[config.mk]
export PLATFORM = sky130hd
export DESIGN_NAME = me_host_ctrl
export DESIGN_NICKNAME = d
export VERILOG_FILES = /design/src/rtl/me_host_ctrl.sv
export SDC_FILE = /design/constraint.sdc
export NUM_CORES = 1
export LEC_CHECK = 0
export CORE_MARGIN = 2
export CORE_UTILIZATION = 50
export CTS_CLUSTER_DIAMETER = 100
export DETAILED_ROUTE_END_ITERATION = 10
export GPL_TIMING_DRIVEN = 0
export PLACE_DENSITY_LB_ADDON = 0.12
export SLEW_MARGIN = 15
export SYNTH_ARGS = -nofsm -noshare
export SYNTH_HDL_FRONTEND = slang
export SYNTH_SLANG_ARGS = --single-unit
[constraint.sdc]
create_clock -name clk -period 6.07 [get_ports clk]
set_clock_uncertainty 0.1 [all_clocks]
set_input_delay 1.5175 -clock clk [delete_from_list [all_inputs] [get_ports clk]]
set_output_delay 1.5175 -clock clk [all_outputs]
set_load 0.005 [all_outputs]
[src/rtl/me_host_ctrl.sv]
// Host-side controller for the motion-estimation core: streams template and
// search-window pixels into their memories, runs one search, then holds the result.
module me_host_ctrl #(
  parameter  int TB_LENGTH    = 16,
  parameter  int SW_LENGTH    = 64,
  parameter  int PE_OUT_WIDTH = 8,
  localparam int ADDR_SW      = $clog2(SW_LENGTH * SW_LENGTH),
  localparam int ADDR_TB      = $clog2(TB_LENGTH * TB_LENGTH),
  localparam int CNT_WIDTH    = $clog2((SW_LENGTH - TB_LENGTH + 1) * (SW_LENGTH - TB_LENGTH + 1)),
  localparam int SAD_WIDTH    = $clog2(TB_LENGTH * TB_LENGTH) + PE_OUT_WIDTH
) (
  input  logic                 clk,
  input  logic                 rst_n,
  input  logic                 start,
  input  logic                 pix_valid,
  input  logic [7:0]           pix_data,
  output logic                 pix_ready,
  output logic                 mem_wren_tb,
  output logic                 mem_wren_sw,
  output logic [ADDR_TB-1:0]   mem_addr_tb,
  output logic [ADDR_SW-1:0]   mem_addr_sw,
  output logic [7:0]           mem_data,
  input  logic [ADDR_TB-1:0]   me_addr_tb,
  input  logic [ADDR_SW-1:0]   me_addr_sw,
  output logic                 me_req,
  input  logic                 me_ack,
  input  logic [SAD_WIDTH-1:0] me_min_sad,
  input  logic [CNT_WIDTH-1:0] me_min_mvec,
  output logic                 res_valid,
  input  logic                 res_ready,
  output logic [SAD_WIDTH-1:0] res_sad,
  output logic [CNT_WIDTH-1:0] res_mvec,
  output logic [31:0]          res_cycles,
  output logic                 busy
);

  typedef enum logic [2:0] {
    S_IDLE,
    S_LOAD_TB,
    S_LOAD_SW,
    S_SEARCH,
    S_DRAIN,
    S_RESULT
  } state_t;

  // The load counter spans the larger window image; the template uses its low bits.
  localparam logic [ADDR_SW-1:0] LAST_TB = ADDR_SW'(TB_LENGTH * TB_LENGTH - 1);
  localparam logic [ADDR_SW-1:0] LAST_SW = ADDR_SW'(SW_LENGTH * SW_LENGTH - 1);

  state_t               r_state;
  state_t               w_next;
  logic [ADDR_SW-1:0]   r_load_cnt;
  logic [31:0]          r_search_cnt;
  logic [31:0]          w_search_inc;
  logic                 r_me_req;
  logic [SAD_WIDTH-1:0] r_res_sad;
  logic [CNT_WIDTH-1:0] r_res_mvec;
  logic [31:0]          r_res_cycles;
  logic                 w_in_tb;
  logic                 w_in_sw;
  logic                 w_xfer;
  logic                 w_last;

  assign w_in_tb      = (r_state == S_LOAD_TB);
  assign w_in_sw      = (r_state == S_LOAD_SW);
  assign w_xfer       = (w_in_tb || w_in_sw) && pix_valid;
  assign w_last       = (w_in_tb && (r_load_cnt == LAST_TB)) ||
                        (w_in_sw && (r_load_cnt == LAST_SW));
  assign w_search_inc = (r_search_cnt == '1) ? r_search_cnt : r_search_cnt + 32'd1;

  always_comb begin
    w_next = r_state;
    case (r_state)
      S_IDLE:    if (start)            w_next = S_LOAD_TB;
      S_LOAD_TB: if (w_xfer && w_last) w_next = S_LOAD_SW;
      S_LOAD_SW: if (w_xfer && w_last) w_next = S_SEARCH;
      S_SEARCH:  if (me_ack)           w_next = S_DRAIN;
      S_DRAIN:   if (!me_ack)          w_next = S_RESULT;
      S_RESULT:  if (res_ready)        w_next = S_IDLE;
      default:                         w_next = S_IDLE;
    endcase
  end

  always_ff @(posedge clk) begin
    if (!rst_n) begin
      r_state      <= S_IDLE;
      r_load_cnt   <= '0;
      r_search_cnt <= '0;
      r_me_req     <= 1'b0;
      r_res_sad    <= '0;
      r_res_mvec   <= '0;
      r_res_cycles <= '0;
    end else begin
      r_state  <= w_next;
      r_me_req <= (w_next == S_SEARCH);

      if (r_state == S_IDLE) begin
        r_load_cnt <= '0;
      end else if (w_xfer) begin
        r_load_cnt <= w_last ? '0 : r_load_cnt + ADDR_SW'(1);
      end

      // Latency counter lives outside the result registers so they hold while searching.
      if (r_state != S_SEARCH) begin
        r_search_cnt <= '0;
      end else begin
        r_search_cnt <= w_search_inc;
      end

      if ((r_state == S_SEARCH) && me_ack) begin
        r_res_sad    <= me_min_sad;
        r_res_mvec   <= me_min_mvec;
        r_res_cycles <= w_search_inc;
      end
    end
  end

  assign pix_ready   = w_in_tb || w_in_sw;
  assign mem_wren_tb = w_in_tb && pix_valid;
  assign mem_wren_sw = w_in_sw && pix_valid;
  assign mem_addr_tb = w_in_tb ? r_load_cnt[ADDR_TB-1:0] : me_addr_tb;
  assign mem_addr_sw = w_in_sw ? r_load_cnt : me_addr_sw;
  assign mem_data    = pix_data;
  assign me_req      = r_me_req;
  assign res_valid   = (r_state == S_RESULT);
  assign busy        = (r_state != S_IDLE);
  assign res_sad     = r_res_sad;
  assign res_mvec    = r_res_mvec;
  assign res_cycles  = r_res_cycles;

endmodule

==> run_results.csv, run 1 <==
group,metric,value,unit
critical_path,cp_data_required_time,4.45,ns
route,viasPerCell,5.47,
cts,cts_resized,0,
timing,slew_violations,0,
worst_hold_path,min_path_cells,2,
route,wirelength,13500,um
route,dr.pass1.iters,5,
cells_and_area,syn_to_final_growth,37.7,%
timing,max_slew.worst_pin.slew,0.665,ns
cts,cts_tree,"yes",
critical_path,r2r_cells,7,
place,place_hpwl,10200,um
synth,avgSynthCellArea,8.57,um2
floorplanning,core-area,9590,um2
cts,cts_setup_buffers,0,
critical_path,cp-start-kind,"flop",
grt,grt_max_degree,19,
critical_path,worstReg2RegStart,"r_search_cnt[15]",
critical_path,cp.arrival,2.75,ns
critical_path,crit_path_end_kind,"output pin",
timing,final-setup-viol-count,0,
cts,holdBufCountCts,0,
cts,path_clk_slew,0.11,ns
critical_path,cp-startpoint,"r_state[2]",
power,ir_drop,0.152,mV
critical_path,worst-setup-path-type,"flop to output pin",
cts,cts_max_level,3,
cts,clk_latency,0.38,ns
cells_and_area,n_antenna_cell,0,
floorplanning,initial_core_util,50.7,%
timing,post-route-period-util,71.9,%
grt,grt_pass1_vias,4449,
floorplanning,fp.dieArea,10500,um2
worst_hold_path,hold_class,"flop to flop",
floorplanning,std_cell_rows,36,
worst_hold_path,hold_end,"res_sad[0]",
synth,yosysSeqAreaShare,44.4,%
grt,antenna_found_initial,0,
cells_and_area,final_nets,790,
cells_and_area,drive_gt1_share,8.90,%
floorplanning,io_pins,156,
floorplanning,die_w,103,um
route,drt_iter0_markers,183,
timing,final.min_clock_period,4.37,ns
cts,root_buffer,"clkbuf_8",
synth,synth.net_count,632,
power,p_leak,2.23,nW
critical_path,r2r_slack,3.49,ns
synth,syn-cell-area,4870,um2
critical_path,path_max_fanout,10,
power,p_per_area,187,nW/um2
synth,synth_edf_count,0,
synth,syn-instance-count,568,
timing,finalHoldViolations,0,
status,outcome,"finished clean",
route,ant_nets,0,
synth,ys_seq_elements,108,
timing,fmax,0.229,GHz
place,numPortBuffers,147,
cells_and_area,fin_util,69.8,%
floorplanning,fp.dieH,103,um
synth,yosysWarnings,0,
grt,grt_pass1_wl,20800,um
grt,track_usage,25.3,%
synth,synth.distinct_cells,50,
route,drc_errors,0,
route,wl_per_cell,15.7,um
timing,rsz0062_at_grt,"no",
timing,setup_tns,0,ns
place,finalWeightedCongestion,0.881,
flow_run,cap_violations,0,
timing,relSlewSlack,55.4,%
grt,grt_remaining_overflow,0,
synth,synthFlopType,"dfxtp_1",
worst_hold_path,hold_start,"res_sad[0]",
cts,clockBufferDepth,2,
cts,cts_buffers,9,
synth,async_flop_share,0,%
route,num_vias,4724,
cells_and_area,nFillCells,803,
critical_path,r2r_end,"res_cycles[1]",
cts,clkSinkCount,108,
## flip-flops by register name (all words and copies together) (netlist names)
name / count
res_sad: 16
r_search_cnt: 32
r_load_cnt: 12
me_req: 1
res_mvec: 12
r_state: 3
res_cycles: 32
## per-stage QoR
stage / worst slack [ns] / std cells / cell area (um2) / hold WS (ns) / total power, mW
6_report: 1.70 / 863 / 6700 / 0.369 / 1.25
5_1_grt: 1.54 / 863 / 6700 / 0.389 / 1.29
4_1_cts: 1.66 / 863 / 6700 / 0.371 / 1.26
3_5_place_dp: 1.73 / 848 / 6510 / 0.358 / 0.827
3_3_place_gp: 1.73 / 848 / 6510 / 0.351 / 0.825
2_1_floorplan: 2.68 / 568 / 4870 / 0.360 / 0.761
## report_power, final
part	leakage (nW)	switching, mW	internal, mW	total [mW]
clock network	0.0923	0.251	0.192	0.443
registers	0.870	0.000331	0.709	0.709
logic	1.27	0.0318	0.0697	0.102
total	2.23	0.283	0.971	1.25
## synthesized netlist by cell type, drive strengths merged, types with 3 or more instances
library cell | n | area share, %
and2 | 4 | 0.54
and4 | 7 | 1.3
nand4 | 15 | 2.5
or4 | 5 | 0.77
or2 | 5 | 0.64
nor3 | 5 | 0.51
inv | 4 | 0.31
nand2 | 85 | 6.6
o21ai | 51 | 5.2
xor2 | 9 | 1.6
o31ai | 4 | 0.62
a41oi | 3 | 0.54
a21oi | 31 | 3.2
and3 | 7 | 0.93
or3 | 19 | 2.5
nor2 | 35 | 2.7
buf | 12 | 1.8
clkbuf | 27 | 2.1
a21boi | 30 | 4.6
mux2i | 3 | 0.62
nand3 | 27 | 2.8
nor4 | 5 | 1.3
a31oi | 21 | 2.7
dfxtp | 108 | 44
mux2 | 20 | 4.6
xnor2 | 7 | 1.3
## layout make-up
class | count | area [um2] | share of cell area, %
Tap cell | 133 | 166 | 2.48
Timing Repair Buffer | 147 | 1470 | 22.0
Clock buffer | 9 | 124 | 1.85
Clock inverter | 6 | 71.3 | 1.06
Inverter | 4 | 15.0 | 0.224
Multi-Input combinational cell | 417 | 2500 | 37.3
Sequential cell | 108 | 2160 | 32.3
Buffer | 39 | 190 | 2.84
## worst max-delay path: stages, from the launching register on
cell and delay, ns:
dfxtp_1 0.31, clkbuf_1 0.19, nor3b_2 0.55, clkbuf_1 0.47, mux2_2 0.41, clkdlybuf4s50_1 0.44
## cells by family (layout without fill, tap and decap cells)
kind of cell	count (synthesis)	count (layout)	synth area share [%]
AOI/OAI and AO/OA	151	151	18.7
muxes	23	23	5.24
and+or+nand+nor	225	225	24.1
DFF	108	108	44.4
adders and majority gates	2	2	0.514
xor gates and xnor gates	16	16	2.88
buffers and inverters	43	205	4.21
## worst max path at each step
stage,to,slack (ns),cells past startpoint
6_report,mem_addr_sw[5],1.70,5
5_1_grt,mem_addr_sw[5],1.54,5
4_1_cts,mem_addr_sw[9],1.66,5
3_5_place_dp,mem_wren_tb,1.73,4
3_3_place_gp,mem_wren_tb,1.73,4
2_1_floorplan,mem_addr_sw[0],2.68,1
## metal layers
metal  routed length, um  track usage (%)  share of wire (%)  vias to the layer above
met5                   0                0                  0                        -
met4                 348             11.9                2.6                        0
met3                 703             3.86                5.2                       26
met2                6680             43.9                 49                      143
met1                5800             30.7                 43                     2210
li1                    -                -                  -                     2345
## placed cells by master, fill, tap and decap left out, drive strengths merged, types with 2 or more instances in the layout
cell / count
clkdlybuf4s50: 147
dfxtp: 108
nand2: 85
o21ai: 51
clkbuf: 36
nor2: 35
a21oi: 31
a21boi: 30
nand3: 27
a31oi: 21
mux2: 20
or3: 19
nand4: 15
buf: 12
xor2: 9
xnor2: 7
and3: 7
and4: 7
inv: 6
or2: 5
nor3: 5
or4: 5
nor4: 5
o31ai: 4
and2: 4
a41oi: 3
mux2i: 3
nor2b: 2
o21a: 2
ha: 2
clkinvlp: 2
nor3b: 2
No activity file was read; power rests on OpenSTA's default activity.
==> run 2: changes to the inputs <==
Settings changed: CORE_UTILIZATION 50 to 42.
Clock period 6.07 ns to 3.89 ns, I/O delays scaled along.
==> run 2 against run 1 <==
  * Via count hardly changed
  * Clock power is 100% higher
  * Sequential share of layout area is 0.57 points lower
  * Sequential power is 57% higher
  * Cell count is 1.3% higher
  * Hold slack worse by 0.0066 ns
==> run_results.csv, run 2 (synthesis gave the netlist of run 1 again) <==
group,metric,value,unit
status,outcome,"finished clean",
cells_and_area,n_antenna_cell,0,
critical_path,setup.worst_path.end,"mem_addr_sw[5]",
floorplanning,initial_core_util,42.8,%
cts,cts_resized,0,
floorplanning,io_pins,156,
cells_and_area,most-common-layout-cells,"clkdlybuf4s50_1, dfxtp_1, nand2_1",
grt,grt_pass1_vias,4577,
power,p_leak,2.28,nW
place,placed_area,6520,um2
timing,slew_violations,0,
worst_hold_path,hold_class,"flop to flop",
cells_and_area,layout_commonest_cell,"clkdlybuf4s50_1",
grt,grt_remaining_overflow,0,
timing,fmax,0.272,GHz
timing,setup_tns,0,ns
cts,cts_tree,"yes",
floorplanning,die_w,112,um
critical_path,r2r_slack,1.46,ns
timing,post-route-period-util,94.6,%
critical_path,worst-setup-path-type,"flop to output pin",
route,dr.pass1.iters,4,
floorplanning,fp.dieArea,12500,um2
route,num_vias,4722,
cts,root_buffer,"clkbuf_16",
route,wirelength,13400,um
cts,clk_latency,0.34,ns
cts,clkSinkCount,108,
cts,cts_buffers,9,
critical_path,r2r_cells,7,
timing,final-setup-viol-count,0,
cts,clockBufferDepth,2,
critical_path,cp-startpoint,"r_state[2]",
timing,rsz0062_at_grt,"no",
cts,holdBufCountCts,0,
timing,final.min_clock_period,3.68,ns
power,ir_drop,0.300,mV
grt,grt_max_degree,18,
power,p_per_area,317,nW/um2
route,drt_iter0_markers,227,
critical_path,crit_path_end_kind,"output pin",
cells_and_area,stdcell_area,6820,um2
grt,track_usage,21.6,%
flow_run,cap_violations,0,
floorplanning,core-area,11400,um2
critical_path,worstReg2RegStart,"r_search_cnt[15]",
cts,cts_max_level,3,
route,ant_nets,0,
timing,max_slew.worst_pin.slew,0.655,ns
cells_and_area,syn_to_final_growth,40.1,%
grt,antenna_found_initial,0,
cells_and_area,drive_gt1_share,9.03,%
place,numPortBuffers,147,
floorplanning,std_cell_rows,39,
critical_path,r2r_end,"res_cycles[1]",
place,finalWeightedCongestion,0.950,
floorplanning,fp.dieH,112,um
cts,path_clk_slew,0.07,ns
cells_and_area,stdcell_count,874,
cells_and_area,final_nets,790,
cts,cts_setup_buffers,0,
timing,finalHoldViolations,0,
route,viasPerCell,5.40,
critical_path,cp_data_required_time,2.82,ns
critical_path,path_max_fanout,10,
place,place_hpwl,9950,um
route,wl_per_cell,15.3,um
critical_path,cp.arrival,2.61,ns
grt,grt_pass1_wl,22300,um
place,dp_cells,858,
critical_path,cp-start-kind,"flop",
route,drc_errors,0,
timing,relSlewSlack,56.1,%
## run 2: cell types whose count changed in the layout (fill, tap and decap cells not counted)
cell / before / now
clkbuf_16: 0 / 9
clkbuf_8: 9 / 3
bufinv_16: 1 / 0
clkinv_2: 0 / 1
clkinv_4: 1 / 0
clkinvlp_4: 2 / 1
nor3b_2: 1 / 0
nor3b_4: 0 / 1
## run 2: worst min path at each step
stage,from,end,slack [ns],depth (start not counted)
after global placement,res_mvec[8],res_mvec[8],0.35,2
after detailed placement,res_mvec[8],res_mvec[8],0.36,2
after global routing,res_mvec[7],res_mvec[7],0.39,2
after CTS,res_mvec[8],res_mvec[8],0.37,2
final,res_mvec[8],res_mvec[8],0.36,2
after floorplan,res_cycles[2],res_cycles[2],0.36,2
## run 2: layout make-up
cell class                 instances  area (um2)
fill                            1054        4550
sequential                       108        2160
clock buffer                      12         267
buffer                            39         190
timing repair buffer             147        1470
multi-input combinational        417        2510
inverter                           4        15.0
tap                              143         179
clock inverter                     4        30.0
## run 2: power by group
part | internal (mW) | leakage (nW) | switching [mW]
Combinational | 0.109 | 1.26 | 0.0500
Clock | 0.491 | 0.146 | 0.410
Sequential | 1.11 | 0.870 | 0.000542
Total | 1.71 | 2.28 | 0.460
## run 2: critical path: stages, from the launching register on
cell	delay, ns
dfxtp_1	0.30
clkbuf_1	0.21
nor3b_4	0.45
clkbuf_1	0.45
mux2_2	0.39
clkdlybuf4s50_1	0.46
## run 2: stage by stage
step | setup slack, ns | util (%) | power, mW | hold WS (ns)
6_report | 0.208 | 60.0 | 2.17 | 0.362
5_1_grt | 0.0312 | 60.0 | 2.25 | 0.390
4_1_cts | 0.0378 | 59.9 | 2.19 | 0.368
3_5_place_dp | 0.416 | 57.3 | 1.29 | 0.358
3_3_place_gp | 0.513 | 57.3 | 1.29 | 0.351
2_1_floorplan | 1.26 | - | 1.19 | 0.360
## run 2: layer usage
metal	part of all wire, %	GRT usage (%)	vias up	wire [um]
met1	44	28.7	2210	5940
li1	-	-	2358	-
met5	0	0	-	0
met4	1.3	7.08	0	174
met2	49	36.4	140	6510
met3	5.7	2.99	14	758
==> run 3: changes to the inputs <==
Settings changed: CORE_ASPECT_RATIO from default to 1.25.
==> run 3 against run 2 <==
  * Sequential cell count stayed put
  * Core utilization is 0.83 points higher
  * First-iteration DRC count fell by 18%
  * Critical endpoint is now mem_addr_sw[9]
  * Worst setup slack improved by 0.053 ns
  * Critical path type unchanged
  * Count of clock-buffer cells in the layout is 2 higher
  * Cell count down 0.92%
  * Combinational power about the same
  * Routed wire length rose by 0.57%
  * Sequential share of layout area increased by 0.070 points
  * Total power is 0.69% lower
==> run_results.csv, run 3 (synthesis gave the netlist of run 1 again) <==
group,metric,value,unit
status,outcome,"finished clean",
route,num_vias,4685,
critical_path,cp_slowest_stage_delay,0.46,ns
cts,clkSinkCount,108,
cells_and_area,syn_to_final_growth,39.8,%
critical_path,cp_common_cell,"clkbuf_1",
critical_path,crit_chain,"clkbuf_1, nor3b_4, clkbuf_1, mux2_2, clkdlybuf4s50_1",
timing,final-setup-viol-count,0,
critical_path,slowest_stage,"clkdlybuf4s50_1",
cts,path_clk_slew,0.07,ns
critical_path,cp_data_required_time,2.82,ns
floorplanning,core-area,11200,um2
timing,fmax,0.276,GHz
critical_path,cp-start-kind,"flop",
floorplanning,io_pins,156,
timing,final.min_clock_period,3.63,ns
cts,cts_buffers,9,
cts,root_buffer,"clkbuf_16",
critical_path,cp_top_family,"buffers and inverters",
worst_hold_path,min_path_cells,2,
cts,clk_latency,0.34,ns
power,p_leak,2.28,nW
floorplanning,fp.dieArea,12500,um2
place,finalWeightedCongestion,0.940,
place,place_hpwl,10200,um
grt,grt_pass1_wl,22100,um
grt,antenna_found_initial,0,
critical_path,worst-setup-path-type,"flop to output pin",
cells_and_area,drive_gt1_share,8.76,%
critical_path,r2r_cells,7,
cells_and_area,final_nets,790,
floorplanning,std_cell_rows,43,
grt,grt_remaining_overflow,0,
grt,grt_pass1_vias,4593,
timing,relSlewSlack,58.6,%
floorplanning,initial_core_util,43.5,%
cts,cts_resized,0,
cts,cts_max_level,3,
timing,setup_tns,0,ns
cells_and_area,n_antenna_cell,0,
critical_path,cp.arrival,2.56,ns
timing,post-route-period-util,93.3,%
power,ir_drop,0.224,mV
cts,clockBufferDepth,2,
route,dr.pass1.iters,4,
worst_hold_path,hold_class,"flop to flop",
grt,grt_max_degree,17,
route,ant_nets,0,
floorplanning,fp.dieH,124,um
critical_path,path_buf_inv,3,
cts,holdBufCountCts,0,
route,wl_per_cell,15.5,um
critical_path,path_max_fanout,10,
timing,finalHoldViolations,0,
grt,track_usage,21.8,%
critical_path,cp.depth,5,
cells_and_area,most-common-layout-cells,"clkdlybuf4s50_1, dfxtp_1, nand2_1",
route,wirelength,13500,um
place,numPortBuffers,147,
power,p_per_area,316,nW/um2
cells_and_area,fin_util,60.8,%
route,viasPerCell,5.41,
timing,slew_violations,0,
flow_run,cap_violations,0,
route,drc_errors,0,
cts,cts_tree,"yes",
cells_and_area,layout_commonest_cell,"clkdlybuf4s50_1",
cts,cts_setup_buffers,0,
route,drt_iter0_markers,187,
power,finalPower,2.15,mW
timing,rsz0062_at_grt,"no",
timing,max_slew.worst_pin.slew,0.618,ns
floorplanning,die_w,100,um
critical_path,crit_path_end_kind,"output pin",
run 3: cell types whose count changed in the layout (fill, tap and decap cells not counted), sizes merged:
cell,previous run,this run
clkinv,1,2
inv,6,4
clkinvlp,1,0
clkbuf,39,41
run 3: path summary, 6_finish.rpt:
| kind | slack (ns) | from | endpoint |
|---|---|---|---|
| worst max-delay path | 0.26 | r_state[2] | mem_addr_sw[9] |
| worst min-delay path | 0.36 | res_sad[15] | res_sad[15] |
| worst max register to register | 1.39 | r_search_cnt[15] | res_cycles[1] |
| worst min register to register | 0.36 | res_sad[15] | res_sad[15] |
run 3: metrics by stage:
stage               cell area [um2]  worst slack (ns)  hold slack [ns]  cells
detailed placement             6510             0.490            0.357    850
global placement               6510             0.508            0.351    850
finish                         6810             0.261            0.361    866
CTS                            6800             0.104            0.366    866
floorplan                      4870              1.26            0.360    568
global route                   6810          0.000245            0.380    866
run 3: cell type report:
class                           instances  area [um2]
Clock inverter                          2        17.5
Sequential cell                       108        2160
Fill cell                            1028        4380
Timing Repair Buffer                  147        1470
Clock buffer                           14         274
Multi-Input combinational cell        417        2510
Tap cell                              135         169
Inverter                                4        15.0
Buffer                                 39         190
run 3: tightest hold or removal path, stage by stage (launching register included):
cell and delay, ns:
dfxtp_1 0.31, nand2_1 0.04, a21boi_0 0.06
run 3: where the power goes:
| part | internal [mW] | total, mW | switching [mW] |
|---|---|---|---|
| Combinational | 0.109 | 0.159 | 0.0505 |
| Clock | 0.490 | 0.885 | 0.395 |
| Sequential | 1.11 | 1.11 | 0.000472 |
run 3: metal layers:
metal,GRT usage [%],wire [um]
met3,4.32,730
met5,0,0
met2,38.3,6730
met1,26.8,5750
met4,6.04,244
